## src/rtl/lcd_writer.sv

```systemverilog
// Byte sequencer for an HD44780-style LCD: sends 1..4 bytes per job with
// SETUP/PULSE/HOLD(/WAIT) timing, started by a falling edge on lcd_enable.
module lcd_writer (
  input  logic        clk_1ms,
  input  logic        reset,
  input  logic        lcd_enable,
  input  logic [1:0]  lcd_cnt,
  input  logic        mode,
  input  logic        DB_sel,
  input  logic        data_sel,
  input  logic        reg_sel,
  input  logic [31:0] disp_data,
  output logic        lcd_e,
  output logic        lcd_rs,
  output logic        lcd_rw,
  output logic [7:0]  lcd_db,
  output logic        lcd_finish,
  output logic        busy
);

  typedef enum logic [2:0] {IDLE, SETUP, PULSE, HOLD, WAIT, DONE} state_t;

  state_t      state, state_n;
  logic        en_q;
  logic [1:0]  idx, idx_n;
  logic        wcnt, wcnt_n;
  logic [1:0]  cnt_q;
  logic        mode_q, db_sel_q, data_sel_q, rs_q;
  logic [31:0] data_q;
  logic        start, abort, byte_end;

  // On the start edge the job fields are not latched yet, so read the inputs.
  logic        s_db_sel, s_data_sel, s_rs;
  logic [31:0] s_data;

  function automatic logic [7:0] sel_byte(input logic db, input logic ds,
                                          input logic [31:0] d, input logic [1:0] i);
    logic [7:0] b;
    b = 8'h80;
    if (db) begin
      if (ds) begin
        case (i)
          2'd0:    b = d[31:24];
          2'd1:    b = d[23:16];
          2'd2:    b = d[15:8];
          default: b = d[7:0];
        endcase
      end else begin
        case (i)
          2'd0:    b = 8'h38;
          2'd1:    b = 8'h0C;
          2'd2:    b = 8'h06;
          default: b = 8'h01;
        endcase
      end
    end
    return b;
  endfunction

  assign start      = (state == IDLE) && en_q && !lcd_enable;
  assign abort      = lcd_enable && (state != IDLE) && (state != DONE);
  assign s_db_sel   = start ? DB_sel    : db_sel_q;
  assign s_data_sel = start ? data_sel  : data_sel_q;
  assign s_rs       = start ? reg_sel   : rs_q;
  assign s_data     = start ? disp_data : data_q;

  always_comb begin
    state_n  = state;
    idx_n    = idx;
    wcnt_n   = wcnt;
    byte_end = 1'b0;
    case (state)
      IDLE:  if (start) begin state_n = SETUP; idx_n = 2'd0; end
      SETUP: state_n = PULSE;
      PULSE: state_n = HOLD;
      HOLD:  if (mode_q) begin state_n = WAIT; wcnt_n = 1'b0; end
             else byte_end = 1'b1;
      WAIT:  if (wcnt) byte_end = 1'b1;
             else wcnt_n = 1'b1;
      DONE:  state_n = IDLE;
      default: state_n = IDLE;
    endcase
    if (byte_end) begin
      if (idx == cnt_q) state_n = DONE;
      else begin
        state_n = SETUP;
        idx_n   = idx + 2'd1;
      end
    end
    if (abort) state_n = IDLE;
  end

  always_ff @(posedge clk_1ms or posedge reset) begin
    if (reset) begin
      state      <= IDLE;
      idx        <= 2'd0;
      wcnt       <= 1'b0;
      en_q       <= 1'b1;
      cnt_q      <= 2'd0;
      mode_q     <= 1'b0;
      db_sel_q   <= 1'b0;
      data_sel_q <= 1'b0;
      rs_q       <= 1'b0;
      data_q     <= 32'h0;
      lcd_e      <= 1'b0;
      lcd_rs     <= 1'b0;
      lcd_db     <= 8'h00;
      lcd_finish <= 1'b0;
    end else begin
      state      <= state_n;
      idx        <= idx_n;
      wcnt       <= wcnt_n;
      en_q       <= lcd_enable;
      if (start) begin
        cnt_q      <= lcd_cnt;
        mode_q     <= mode;
        db_sel_q   <= DB_sel;
        data_sel_q <= data_sel;
        rs_q       <= reg_sel;
        data_q     <= disp_data;
      end
      // Outputs registered against the next state so they line up with it.
      lcd_e      <= (state_n == PULSE);
      lcd_finish <= (state_n == DONE);
      if (state_n == SETUP) begin
        lcd_db <= sel_byte(s_db_sel, s_data_sel, s_data, idx_n);
        lcd_rs <= s_rs;
      end
    end
  end

  assign busy   = (state != IDLE);
  assign lcd_rw = 1'b0;

endmodule

```

## config.mk

```make
export PLATFORM = sky130hd
export DESIGN_NAME = lcd_writer
export DESIGN_NICKNAME = d
export VERILOG_FILES = /design/src/rtl/lcd_writer.sv
export SDC_FILE = /design/constraint.sdc
export NUM_CORES = 1
export LEC_CHECK = 0
export BUFFER_PORTS_ARGS = -buffer_cell sky130_fd_sc_hd__buf_4
export CAP_MARGIN = 20
export CORE_MARGIN = 2
export CORE_UTILIZATION = 45
export CTS_BUF_LIST = sky130_fd_sc_hd__clkbuf_8 sky130_fd_sc_hd__clkbuf_16
export DETAILED_ROUTE_END_ITERATION = 7
export PLACE_DENSITY = 0.71
export SYNTH_ARGS = -nofsm -noshare
export SYNTH_HDL_FRONTEND = slang
export SYNTH_SLANG_ARGS = --single-unit
```

## constraint.sdc

```tcl
create_clock -name clk_1ms -period 2.9 [get_ports clk_1ms]
set_clock_uncertainty 0.05 [all_clocks]
set_input_delay 0 -clock clk_1ms [delete_from_list [all_inputs] [get_ports clk_1ms]]
set_output_delay 0 -clock clk_1ms [all_outputs]
set_load 0.01 [all_outputs]
```

After elaboration in Yosys (flattened, before gate mapping)

Cells that the tools add are included.

Add/sub/neg operators: 1
$mul: 0
Div/mod/pow operators: 0
$lt $le $gt $ge: 0
Equal/unequal tests: 12
Shift-type cells: 0
Muxes and demuxes: 23
Bitwise logic cells: 0
Reduce and logical (&&, ||, !) cells: 10

Operator list:

| cell                                                            | count |
|---|---|
| 32-bit two-way mux                                              | 1 |
| 8-bit one-hot mux with 3 select lines                           | 1 |
| 6-bit one-hot mux with 3 select lines                           | 1 |
| 8-bit two-way mux                                               | 2 |
| 3-bit two-way mux                                               | 5 |
| 3-bit one-hot mux with 5 select lines                           | 1 |
| 3-bit by 2-bit == test with 1-bit output, second input constant | 3 |
| 2-bit two-way mux                                               | 4 |
| 3-bit by 1-bit == test with 1-bit output, second input constant | 2 |
| 3-bit == test, second input constant                            | 2 |
| 1-bit two-way mux                                               | 6 |
| 1-bit logical AND                                               | 4 |
| 1-bit one-hot mux with 2 select lines                           | 2 |
| 3-bit logical NOT                                               | 1 |
| 3-bit != test, second input constant                            | 1 |
| 3-bit nonzero test                                              | 1 |
| 2-bit by 1-bit adder with 2-bit output, second input constant   | 1 |
| 2-bit by 1-bit == test with 1-bit output, second input constant | 1 |
| 2-bit == test                                                   | 1 |
| 2-bit == test, second input constant                            | 1 |
| 2-bit logical NOT                                               | 1 |
| 2-bit != test, second input constant                            | 1 |
| 2-bit AND reduction                                             | 1 |
| 2-bit nonzero test                                              | 1 |
| 1-bit logical NOT                                               | 1 |

Bits in registers: 56
Latch bits: 0
Bits in writable memories: 0
Memory bits (read-only): 0
Input port bits: 41
Output and inout port bits: 13
Word-level logic and storage cells: 60
Memories kept: 0

Longest topological paths before layout

Depth in word-level cells: 11
Depth in mapped cells: 15
Depth with buffers taken out: 13

Least setup slack after synthesis

OpenSTA, ideal clock, no wires.

Kind: register -> register
From: reg state[1]
To: reg lcd_db[5]
Setup time: 121 ps
Arrival: 2715 ps
Required time: 2729 ps
Slack: 14 ps
Cell stages (with the launch flop): 16
Path buffers: 4
Clock period less this slack: 2886 ps
Path through: dfrtp_1 > buf_2 > nor4_4 > nand2_4 > buf_1 > clkbuf_1 > nand2_1 > mux2_2 > ha_1 > clkbuf_1 > nor2b_1 > nand2_1 > a21oi_1 > a211oi_1 > o21ai_0 > a22o_1

Word-level cells in the longest chain between the ends: 11
Elaborated cells between the ends (all ways): 32
Classes of those cells: eq/ne: 8; mux: 17; reduce/logical: 7

Ends and longest elaborated chain:

| item                                                                                                  | RTL line | source |
|---|---|---|
| start: declaration                                                                                    | 23       | `state_t state, state_n;` |
| start signal: assignment                                                                              | 110      | `state <= state_n;` |
| 3-bit logical NOT                                                                                     | 60, 72   |  |
| 1-bit logical AND (2 in a row)                                                                        | 60       | `assign start = (state == IDLE) && en_q && !lcd_enable;` |
| 2-bit two-way mux                                                                                     | 73       | `IDLE: if (start) begin state_n = SETUP; idx_n = 2'd0; end` |
| 2-bit two-way mux                                                                                     | 72       | `case (state)` |
| 2-bit two-way mux                                                                                     | 84       | `if (idx == cnt_q) state_n = DONE;` |
| 2-bit two-way mux                                                                                     | 83       | `if (byte_end) begin` |
| 2-bit == test (tied with other cells)                                                                 | 42, 49   |  |
| 6-bit one-hot mux with 3 select lines / 8-bit one-hot mux with 3 select lines (equally long branches) | 49, 42   |  |
| 8-bit two-way mux                                                                                     | 41       | `if (ds) begin` |
| 8-bit two-way mux                                                                                     | 40       | `if (db) begin` |
| end signal: assignment                                                                                | 126      | `lcd_db <= sel_byte(s_db_sel, s_data_sel, s_data, idx_n);` |
| end: declaration                                                                                      | 16       | `output logic [7:0] lcd_db,` |

Parallel ways exist; a longest one is shown, timed or not.
A chain may end at the register's enable or synchronous reset.

Final worst setup path

From: reg state[2]
To: reg lcd_db[7]

Word-level cells in the longest chain between the ends: 11
Elaborated cells between the ends (all ways): 31
Classes of those cells: eq/ne: 8; mux: 16; reduce/logical: 7

Ends and longest elaborated chain:

| item                                  | RTL line | source |
|---|---|---|
| 3-bit logical NOT                     | 60, 72   |  |
| 1-bit logical AND (2 in a row)        | 60       |  |
| 2-bit two-way mux                     | 73       |  |
| 2-bit two-way mux                     | 72       |  |
| 2-bit two-way mux                     | 84       |  |
| 2-bit two-way mux                     | 83       |  |
| 2-bit == test (tied with other cells) | 42       | `case (i)` |
| 8-bit one-hot mux with 3 select lines | 42       |  |
| 8-bit two-way mux                     | 41       |  |
| 8-bit two-way mux                     | 40       |  |

Parallel ways exist; a longest one is shown, timed or not.

==> out/qor.yml <==
port_buffers: 52
hold_class: "in -> reg"
h-tree-depth: 2
reg2reg_from: "state[2]"
clockBufferDepth: 2
core_area_um2: 5570
leakagePower_nw: 1.77
gr-total-overflow: 0
clkTransAtPathRegs_ns: 0.10
antennaDiodeCount: 0
grt_pass1_vias: 2048
synthDistinctLibCells: 45
ant_nets: 0
tightestPinTransition_ns: 0.927
ys_seq_elements: 56
dieArea_um2: 6440
rsz0062_at_grt: "false"
fmax_mhz: 362
post_drt_wl_per_cell_um: 15.0
slew_headroom_pct: 38.2
root_buffer: "clkbuf_8"
multi_input_comb_area_um2: 1130
crit_path_start: "state[2]"
die_w_um: 80.3
gp_routability_congestion: 0.844
syn_inst: 237
drv_cap: 0
grt_pass1_wl_mm: 9.66
peakVddDrop_uv: 291
area_growth_pct: 39.0
seq_area_um2: 1400
hold_viol_final: 0
fp.dieH_um: 80.3
syn_area_um2: 2620
period_minus_slack_ns: 2.76
nNetsFinal: 379
fillers: 445
slew_violations: 0
num_io_pins: 54
antenna_found_initial: 0
grt_usage_pct: 19.8
placed_area_um2: 3110
status: "finished, final reports clean"
clk_latency_ns: 0.31
avgSynthCellArea_um2: 11.0
rows: 27
fin_hold_ws_ns: 0.0500
numCtsBuffers: 5
syn_nets: 282
drive_gt1_share_pct: 33.4
synth-async-reset-ratio_pct: 100
cp.arrival_ns: 2.92
end_kind: "flip-flop"
fin_crit_sh_pct: 95.3
final.setup.tns_ns: 0
dp_hpwl_mm: 4.18
finalInstanceArea_um2: 3640
cts.sinks: 56
drt_first_pass_iters: 4
powerDensity_nw_per_um2: 694
worst_setup_path_start_kind: "flip-flop"
worst_hold_startpoint: "DB_sel"
fin_util_pct: 65.2
initialDrtViolationCount: 81
cp.required_ns: 3.06
vias: 2075
via_per_inst: 5.10
route.detailed.drc: 0
cts_tree: "built"
final-setup-viol-count: 0
critical_path_class: "reg -> reg"
ys_seq_area_share_pct: 53.6
ys.warnings.count: 0
synth_flop_cell: "dfrtp_1"
crit_fanout: 6
synth-edff-count: 0
start_util_pct: 46.9
grt_max_degree: 33
wl_mm: 6.09
-- flip-flops by register name, summed over array words and instances (netlist names), 2 cells and up --
name / flops
state: 3
idx: 2
data_q: 32
lcd_db: 8
cnt_q: 2
-- through the flow --
step                      total power [W]  setup WS (ns)  std cells
after floorplan                   0.00166         0.0139        237
after global placement            0.00195          0.167        360
after detailed placement          0.00197         0.0701        360
after CTS                         0.00251         0.0312        406
after global routing              0.00267        0.00842        407
final                             0.00252          0.137        407
-- cell usage in the layout, fill, tap and decap left out, types with 3 or more instances in the layout --
cell / netlist / routed
a22o_1: 7 / 7
nor2_1: 8 / 6
nand3_1: 4 / 4
mux2_2: 23 / 23
mux2i_1: 4 / 4
a22oi_1: 3 / 3
buf_4: 3 / 67
xnor2_1: 3 / 3
a21o_1: 4 / 4
dfrtp_1: 55 / 55
nand2_1: 48 / 48
clkbuf_8: 0 / 5
inv_1: 6 / 6
o21ai_0: 6 / 6
mux2_4: 3 / 3
a21oi_1: 12 / 12
dlygate4sd3_1: 0 / 38
-- cell usage after synthesis (2+ instances only) --
cell type | n | share of area (%)
a211oi_1 | 4 | 1.1
a21o_1 | 4 | 1.1
a21oi_1 | 12 | 2.3
a22o_1 | 7 | 2.3
a22oi_1 | 3 | 0.86
a31oi_1 | 2 | 0.48
and2_1 | 2 | 0.48
buf_2 | 4 | 0.77
buf_4 | 3 | 0.86
buf_6 | 2 | 0.86
clkbuf_1 | 5 | 0.72
dfrtp_1 | 55 | 53
ha_1 | 4 | 1.9
inv_1 | 6 | 0.86
mux2_2 | 23 | 9.9
mux2_4 | 3 | 1.7
mux2i_1 | 4 | 1.5
nand2_1 | 48 | 6.9
nand3_1 | 4 | 0.77
nor2_1 | 8 | 1.1
nor3_1 | 2 | 0.38
o21a_1 | 2 | 0.57
o21ai_0 | 6 | 1.1
xnor2_1 | 3 | 1.0
-- layout make-up --
cell class	instances	share of cell area [%]
Multi-Input combinational cell	160	31.1
Inverter	6	0.619
Clock buffer	5	1.89
Tap cell	72	2.48
Clock inverter	3	1.07
Sequential cell	56	38.6
Timing Repair Buffer	105	24.3
-- repair_timing --
item	in CTS	in global routing
hold buffers	38	0
endpoints found under the setup margin	0	8
gates resized for setup	0	7
endpoints found under the hold margin	66	0
setup buffers	0	1
-- critical path: stages (launching register included) --
cell      delay, ns
dfrtp_1        0.43
nor4bb_1       0.30
a31oi_1        0.10
a31oi_2        0.25
nand2_1        0.10
xor2_1         0.17
or2_2          0.32
ha_2           0.23
a22o_1         0.23
o221a_1        0.25
o31a_1         0.23
-- final timing paths --
check,to,slack (ns),cells past startpoint
min,db_sel_q,0.05,3
max in group asynchronous,data_q[31],1.79,4
min in group asynchronous,lcd_e,0.22,3
min reg2reg,data_q[13],0.44,2
max reg2reg,lcd_db[7],0.14,10
max,lcd_db[7],0.14,10
-- power by group --
part / internal (W) / leakage, nW / switching [W] / total [W]
clock network: 0.000253 / 0.0593 / 0.000248 / 0.000502
registers: 0.00101 / 0.689 / 0.000107 / 0.00112
logic: 0.000473 / 1.02 / 0.000426 / 0.000900
total: 0.00174 / 1.77 / 0.000782 / 0.00252
-- cells by family after synthesis --
| kind of cell | share of synthesized area (%) |
|---|---|
| other cells | 0.143 |
| mux | 13.2 |
| compound gates | 12.7 |
| fa+ha+maj | 1.91 |
| xor+xnor | 1.34 |
| simple gates | 12.9 |
| buf+inv | 4.21 |
| flops | 53.6 |
-- per-layer routing --
metal  track usage [%]  vias to the layer above  wire length (um)  part of all wire (%)
met5                 0                        -                 0                     0
met4              7.29                        0                99                   1.6
met3              4.49                        9               201                   3.3
met2              31.3                       49              2890                    48
met1              26.7                     1006              2890                    47
li1                  -                     1011                 -                     -
No activity file was read; power rests on OpenSTA's default activity.
